--- config.mk ---
export PLATFORM = sky130hd
export DESIGN_NAME = fadd_share_arbiter
export DESIGN_NICKNAME = d
export VERILOG_FILES = /design/src/rtl/fadd_share_arbiter.sv
export SDC_FILE = /design/constraint.sdc
export NUM_CORES = 1
export LEC_CHECK = 0
export ABC_AREA = 1
export BUFFER_PORTS_ARGS = -buffer_cell sky130_fd_sc_hd__buf_2
export CAP_MARGIN = 20
export CORE_AREA = 2 2 165 167
export DETAILED_ROUTE_END_ITERATION = 10
export DIE_AREA = 0 0 167 169
export HOLD_SLACK_MARGIN = 0.02
export PLACE_DENSITY = 0.69
export SLEW_MARGIN = 20
export SYNTH_ARGS = -nofsm -noshare
export SYNTH_HDL_FRONTEND = slang
export SYNTH_SLANG_ARGS = --single-unit
--- constraint.sdc ---
create_clock -name clk -period 2.3 [get_ports clk]
set_input_delay 0.46 -clock clk [delete_from_list [all_inputs] [get_ports clk]]
set_output_delay 0.46 -clock clk [all_outputs]
set_load 0.02 [all_outputs]
--- src/rtl/fadd_share_arbiter.sv ---
// -----------------------------------------------------------------------------
// fadd_share_arbiter
//
// Shares one external combinational single-precision float adder among N_REQ
// requesters. A requester is accepted round-robin in IDLE, its operands are
// registered and presented to the adder for one EXEC cycle, and the captured
// sum is held on a valid/ready response channel (RESP) until the owning
// requester takes it.
//
// Optional feature (compile-time macro FADD_SUB_EN):
//   defined     - req_sub[i] flips the sign of operand B at grant, so the same
//                 adder performs A - B.
//   not defined - req_sub is ignored and B is passed through unmodified.
//
// Parameters:
//   N_REQ  number of requesters (1..8)
//   CNT_W  width of the saturating completed-operation counter
//
// Ports:
//   clk        system clock, rising edge
//   rst_n      asynchronous active-low reset
//   req_valid  per-requester operation request
//   req_ready  one-hot accept, combinational, only asserted in IDLE
//   req_a      operand A, requester i at [32i+31:32i]
//   req_b      operand B, same packing
//   req_sub    per-requester subtract request (FADD_SUB_EN only)
//   rsp_valid  one-hot result valid for the owning requester
//   rsp_ready  per-requester result accept (only the owner's bit is used)
//   rsp_data   result word shared by all requesters, zero outside RESP
//   add_a      operand A to the shared adder
//   add_b      operand B to the shared adder
//   add_out    adder result, combinational from add_a/add_b
//   busy       high whenever the FSM is not in IDLE
//   op_count   completed operations, saturating at all-ones
// -----------------------------------------------------------------------------
module fadd_share_arbiter #(
  parameter int N_REQ = 4,
  parameter int CNT_W = 16
) (
  input  logic                  clk,
  input  logic                  rst_n,
  input  logic [N_REQ-1:0]      req_valid,
  output logic [N_REQ-1:0]      req_ready,
  input  logic [32*N_REQ-1:0]   req_a,
  input  logic [32*N_REQ-1:0]   req_b,
  input  logic [N_REQ-1:0]      req_sub,
  output logic [N_REQ-1:0]      rsp_valid,
  input  logic [N_REQ-1:0]      rsp_ready,
  output logic [31:0]           rsp_data,
  output logic [31:0]           add_a,
  output logic [31:0]           add_b,
  input  logic [31:0]           add_out,
  output logic                  busy,
  output logic [CNT_W-1:0]      op_count
);

  localparam int PTR_W = (N_REQ > 1) ? $clog2(N_REQ) : 1;
  localparam logic [PTR_W:0]   NREQ_L = (PTR_W + 1)'(N_REQ);
  localparam logic [PTR_W-1:0] LAST_L = PTR_W'(N_REQ - 1);

  typedef enum logic [1:0] {
    IDLE = 2'd0,
    EXEC = 2'd1,
    RESP = 2'd2
  } state_t;

  // Round-robin search: first valid requester at or above ptr, wrapping.
  // Returns {found, index}.
  function automatic logic [PTR_W:0] pick_grant(input logic [N_REQ-1:0] valid,
                                                input logic [PTR_W-1:0] ptr);
    logic [PTR_W:0]   idx;
    logic             found;
    logic [PTR_W-1:0] grant;
    found = 1'b0;
    grant = '0;
    for (int i = 0; i < N_REQ; i++) begin
      idx = {1'b0, ptr} + (PTR_W + 1)'(i);
      if (idx >= NREQ_L) begin
        idx = idx - NREQ_L;
      end else begin
        idx = idx;
      end
      if (!found && valid[idx[PTR_W-1:0]]) begin
        found = 1'b1;
        grant = idx[PTR_W-1:0];
      end else begin
        found = found;
      end
    end
    return {found, grant};
  endfunction

  state_t            state_r;
  state_t            state_nxt_s;
  logic [PTR_W-1:0]  rr_ptr_r;
  logic [PTR_W-1:0]  owner_r;
  logic [PTR_W-1:0]  ptr_nxt_s;
  logic [31:0]       a_r;
  logic [31:0]       b_r;
  logic [31:0]       res_r;
  logic [CNT_W-1:0]  op_count_r;
  logic [PTR_W:0]    pick_s;
  logic              found_s;
  logic [PTR_W-1:0]  grant_s;
  logic [31:0]       a_arr_s [N_REQ];
  logic [31:0]       b_arr_s [N_REQ];
  logic [31:0]       b_eff_s;

  // Unpack the flat operand buses into per-requester words.
  for (genvar gi = 0; gi < N_REQ; gi++) begin : g_unpack
    assign a_arr_s[gi] = req_a[32*gi +: 32];
    assign b_arr_s[gi] = req_b[32*gi +: 32];
  end

  assign pick_s  = pick_grant(req_valid, rr_ptr_r);
  assign found_s = pick_s[PTR_W];
  assign grant_s = pick_s[PTR_W-1:0];

`ifdef FADD_SUB_EN
  // Subtraction is a sign flip of B so the same adder computes A - B.
  assign b_eff_s = {b_arr_s[grant_s][31] ^ req_sub[grant_s], b_arr_s[grant_s][30:0]};
`else
  logic unused_sub_s;
  assign b_eff_s      = b_arr_s[grant_s];
  assign unused_sub_s = ^req_sub;
`endif

  // Pointer moves just past the owner; a single requester keeps it at 0.
  assign ptr_nxt_s = (owner_r == LAST_L) ? '0 : owner_r + PTR_W'(1);

  // Next-state logic for the IDLE/EXEC/RESP sequence.
  always_comb begin
    state_nxt_s = state_r;
    case (state_r)
      IDLE: begin
        if (found_s) begin
          state_nxt_s = EXEC;
        end else begin
          state_nxt_s = IDLE;
        end
      end
      EXEC: state_nxt_s = RESP;
      RESP: begin
        if (rsp_ready[owner_r]) begin
          state_nxt_s = IDLE;
        end else begin
          state_nxt_s = RESP;
        end
      end
      default: state_nxt_s = IDLE;
    endcase
  end

  // State, operand/result capture, round-robin pointer and op counter.
  always_ff @(posedge clk or negedge rst_n) begin
    if (!rst_n) begin
      state_r    <= IDLE;
      rr_ptr_r   <= '0;
      owner_r    <= '0;
      a_r        <= 32'd0;
      b_r        <= 32'd0;
      res_r      <= 32'd0;
      op_count_r <= '0;
    end else begin
      state_r <= state_nxt_s;
      case (state_r)
        IDLE: begin
          if (found_s) begin
            a_r     <= a_arr_s[grant_s];
            b_r     <= b_eff_s;
            owner_r <= grant_s;
          end
        end
        EXEC: res_r <= add_out;
        RESP: begin
          if (rsp_ready[owner_r]) begin
            rr_ptr_r <= ptr_nxt_s;
            if (op_count_r != {CNT_W{1'b1}}) begin
              op_count_r <= op_count_r + CNT_W'(1);
            end
          end
        end
        default: ;
      endcase
    end
  end

  // Output decode from the registered state; everything idles at zero.
  always_comb begin
    req_ready = '0;
    rsp_valid = '0;
    rsp_data  = 32'd0;
    add_a     = 32'd0;
    add_b     = 32'd0;
    busy      = 1'b0;
    case (state_r)
      IDLE: begin
        if (found_s) begin
          req_ready[grant_s] = 1'b1;
        end else begin
          req_ready = '0;
        end
      end
      EXEC: begin
        add_a = a_r;
        add_b = b_r;
        busy  = 1'b1;
      end
      RESP: begin
        rsp_valid[owner_r] = 1'b1;
        rsp_data           = res_r;
        add_a              = a_r;
        add_b              = b_r;
        busy               = 1'b1;
      end
      default: begin
        busy = 1'b0;
      end
    endcase
  end

  assign op_count = op_count_r;

endmodule
# [Word level (Yosys, flattened, before mapping)]
# Index checks and enable logic that the tools add are counted.
[word_totals] regBits=118 in_bits=302 output_inout_bits=121 word_cells=90
[classes] addsub=9 magnitude_cmp=13 eq_ne=4 muxes=43 bitwise=1 reduce_logical=13
[ops] op="2-to-1 mux 32 bit" n=7
[ops] op="binary-select mux 32 bit (select 2 bit)" n=2
[ops] op="2-to-1 mux 2 bit" n=10
[ops] op="less-than comparator 2 x 3 -> 1 bit (second input constant)" n=6
[ops] op="adder 16 x 1 -> 16 bit (second input constant)" n=1
[ops] op="!= test 16 bit (second input constant)" n=1
[ops] op="2-to-1 mux 1 bit" n=13
[ops] op="greater-or-equal comparator 3 bit (second input constant)" n=4
[ops] op="2-to-1 mux 4 bit" n=3
[ops] op="binary-select mux 1 bit (select 2 bit)" n=5
[ops] op="subtractor 2 x 1 -> 2 bit (second input constant)" n=4
[ops] op="adder 2 x 2 -> 3 bit (second input constant)" n=2
[ops] op="one-hot mux 2 bit (3 select lines)" n=1
[ops] op="logical AND 1 bit" n=5
[ops] op="demux 1 bit (select 2 bit)" n=2
[ops] op="equality test 2 bit (second input constant)" n=2
[ops] op="greater-or-equal comparator 2 x 1 -> 1 bit (second input constant)" n=2
[ops] op="AND reduction 2 bit" n=2
[ops] op="adder 2 x 1 -> 3 bit (second input constant)" n=1
[ops] op="greater-or-equal comparator 2 x 3 -> 1 bit (second input constant)" n=1
[ops] op="logical NOT 1 bit" n=3
[ops] op="NOT 2 -> 3 bit" n=1
[ops] op="AND reduction 3 bit" n=1
[ops] op="adder 2 x 1 -> 2 bit (second input constant)" n=1
[ops] op="3 further kinds" n=3

# [Longest topological paths before layout]
[depth] word_depth=20 depth_mapped=16 depth_no_buf=14

# [Worst setup path after synthesis]
# Ideal clock, no wire load.
[synth_timing] path_type="reg2out" startpoint="register rr_ptr_r[0]" endpoint="output port req_ready[1]" arrival_time_ns=1.962 required_ns=1.840 path_slack_ns=-0.122 stages_incl_launch_ff=13 n_path_buf=3 cell_sequence="dfrtp_1 buf_4 nand2_1 nand2_1 nand2_1 nand2_1 nor2_4 nand3_2 nand2_4 nand2_4 buf_4 buf_2 nor3_1"
[synth_via] elab_chain_cells=20 elab_cells_between_ends=44 classes_between="7 x add/sub; 6 x order compare; 24 x mux; 7 x reduce/logical"
[synth_rtl] element="start, declared" line="95" text="logic [PTR_W-1:0] rr_ptr_r;"
[synth_rtl] element="start signal, assigned" line="177" text="rr_ptr_r <= ptr_nxt_s;"
[synth_rtl] element="parallel branches: the longest is 18 deep, another holds adder 2 x 1 -> 3 bit"
[synth_rtl] element="2-to-1 mux 4 bit (*)" line="198" text="if (found_s) begin"
[synth_rtl] element="2-to-1 mux 4 bit (*)" line="196" text="case (state_r)"
[synth_rtl] element="end, declared" line="43" text="output logic [N_REQ-1:0] req_ready,"
# Mark *: on every way between the ends. The select of a mux whose other input is x is not followed.

# [Worst setup path after layout]
# Same ends and word-level chain as after synthesis.

==> flow_metrics.tcl <==
set metrics [dict create \
    drtPass1Iterations 5 \
    place_inst 2099 \
    async_reset_ff_share_pct 100.0 \
    drive_gt1_share_pct 32.71 \
    maxCapViolCount 0 \
    drt-vias-per-instance 4.709 \
    yosys_register_bits 118 \
    postRouteAntennaNets 0 \
    hpwlAfterDp_mm 21.93 \
    cts_tree "done" \
    syn_nets 1690 \
    ios 423 \
    final_cells 2173 \
    regToRegStartpoint "rr_ptr_r[0]" \
    synth_edf_count 0 \
    ctsRootBufferMaster "clkbuf_16" \
    ctsHoldBuffers 0 \
    die_w_um 167 \
    crit_path_end_kind "primary output" \
    tightest_slew_ns 0.6485 \
    overflow 0 \
    fin_skew_ns 0.01139 \
    clk_path_buf_depth 2 \
    yosysUniqueCellTypes 31 \
    r2r_end "owner_r[1]" \
    synth_top_area_cell "dfrtp_1" \
    syn_avg_cell_area_sq_um 6.322 \
    ys_warn_count 0 \
    path_clk_slew_ns 0.07 \
    finalPower_uw 22780 \
    fin_nets 2125 \
    cts_made_buffers 17 \
    hold_viol 0 \
    initial_core_util_pct 32.92 \
    violations "negative setup slack" \
    rr_worst_depth 20 \
    status "finished with violations" \
    layout_commonest_cell "nand2_1" \
    fillers 2690 \
    die_h_um 169 \
    drcViolationCount 0 \
    r2r_slack_ns -0.24 \
    core_area_sq_mm 0.02650 \
    first_global_vias 9517 \
    fin_tns_setup_ns -5.593 \
    peakVddDrop_mv 0.9136 \
    worst_slack_ns -0.3263 \
    start_kind "flop" \
    gp_congestion 0.8846 \
    final_area_sq_mm 0.01255 \
    synth_cells 1380 \
    path_max_fanout 7 \
    synthTopCellsByArea "dfrtp_1 (34%), nand2_1 (20%), inv_1 (14%), nand3_1 (14%), mux2_2 (4.1%)" \
    dpl_cell_area_sq_mm 0.01124 \
    wl_mm 32.00 \
    cts_sinks 118 \
    crit_path_start "rr_ptr_r[0]" \
    antenna_found_initial 5 \
    worstSetupPathType "flop to primary output" \
    die_area_sq_mm 0.02822 \
    rsz0062_at_grt "true" \
    grtUsageTotal_pct 20.33 \
    slew_headroom_pct 56.77 \
    port_buffers 418 \
    synthesis.area_sq_mm 0.008725 \
    htreeDepth 4 \
    layout_common_cells "nand2_1 (446), buf_2 (412), inv_1 (319)" \
    wl_per_cell_um 14.72 \
    worstHoldPathType "input pin to async pin" \
    grt_pass1_wl_mm 46.33 \
    arrival_ns 2.17 \
    vias 10230 \
    syn_to_final_growth_pct 43.81 \
    ys_seq_area_share_pct 33.84 \
    rows 60 \
    drtIter0Drc 614 \
    fmax_mhz 380.8 \
    finalCriticalPeriod_ns 2.626 \
    grt_max_degree 119 \
    synth-main-ff-cell "dfrtp_1" \
    whs_ns 0.1400 \
    clock_latency_ns 0.41 \
    fin_crit_sh_pct 114.2 \
    slew_viol_final 0 \
    synth_top_area_share_pct 33.84 \
    setup_viol 35 \
    p_leak_uw 0.008061 \
    p_per_area_mw_per_mm2 1815 \
    cp.required_ns 1.84 \
]
==> through the flow <==
step / setup WS (ns) / util, %
after floorplan: -0.09035 / -
after global placement: 0.03754 / 42.41
after detailed placement: -0.03693 / 42.41
after CTS: -0.3327 / 45.80
after global routing: -0.4226 / 47.35
final: -0.3263 / 47.35
==> report_power, final <==
part | switching, uW | total, uW | internal, uW
Combinational | 9860 | 16500 | 6590
Sequential | 610 | 3750 | 3140
Clock | 1080 | 2570 | 1500
Total | 11600 | 22800 | 11200
==> area by class of cell <==
type	instances	area (sq um)	share of cell area (%)
antenna	4	10.01	0.07978
clock buffer	18	429.2	3.420
clock inverter	14	128.9	1.027
inverter	325	1230	9.803
multi-input combinational	862	4312	34.36
sequential	118	2955	23.55
tap	341	426.7	3.400
timing repair buffer	490	3048	24.29
timing repair inverter	1	7.507	0.05983
==> synth_stat cells (2+ instances only) <==
cell type / n
clkbuf_1: 37
ha_1: 8
xor2_1: 9
buf_1: 7
nand3_2: 2
buf_4: 8
nand2_2: 2
buf_2: 14
inv_2: 2
nand2_1: 458
xnor2_1: 6
nor3_1: 5
dfrtp_1: 118
buf_6: 9
o21ai_0: 10
nor2_1: 19
or2_0: 6
nand4_1: 5
or2_1: 50
inv_1: 323
nand3b_1: 2
mux2_2: 32
nand2_4: 2
nand3_1: 239
==> worst max path at each step <==
stage / end / slack, ns / cells after the start
floorplan: req_ready[0] / -0.09 / 12
global placement: req_ready[2] / 0.04 / 12
detailed placement: req_ready[2] / -0.04 / 11
CTS: req_ready[1] / -0.33 / 11
global route: req_ready[3] / -0.42 / 13
finish: req_ready[1] / -0.33 / 12
==> registers in the layout, indices dropped and copies added (netlist names) <==
name      cells
a_r          32
b_r          32
op_count     16
owner_r       2
res_r        32
rr_ptr_r      2
state_r       2
==> metal layers <==
layer  vias to the layer above  share of wire (%)  wire [um]  track usage (%)
met4                         2                3.2       1031            7.609
met5                         -              0.050         16                0
met3                        73                6.5       2094            4.092
met2                       428                 50      15870            36.16
li1                       4982                  -          -                -
met1                      4748                 41      12990            24.24
==> cell families after synthesis <==
kind of cell	share of synthesized area [%]
buffers and inverters	18.53
muxes	4.130
xor gates and xnor gates	1.506
AOI/OAI and AO/OA	0.8748
and+or+nand+nor	39.97
adders and majority gates	1.147
DFF	33.84
==> worst max-delay path: stages, from the launching register on <==
cell,delay (ns)
dfrtp_2,0.50
clkinvlp_4,0.17
buf_4,0.15
nand2_1,0.05
nand2_1,0.05
nand2_1,0.10
nand2_2,0.07
nor2_1,0.12
nor2_2,0.06
nand2_4,0.10
nand2_8,0.08
nor3_4,0.15
buf_6,0.14
==> what timing repair did <==
action / 4_1_cts / 5_1_grt
setup buffers: 16 / 9
hold endpoints to repair: 0 / 0
endpoints found under the setup margin: 36 / 144
pin swaps: 12 / 11
gates resized for setup: 39 / 33
cloned: 3 / 11
Power figures use the tool's default switching activity.
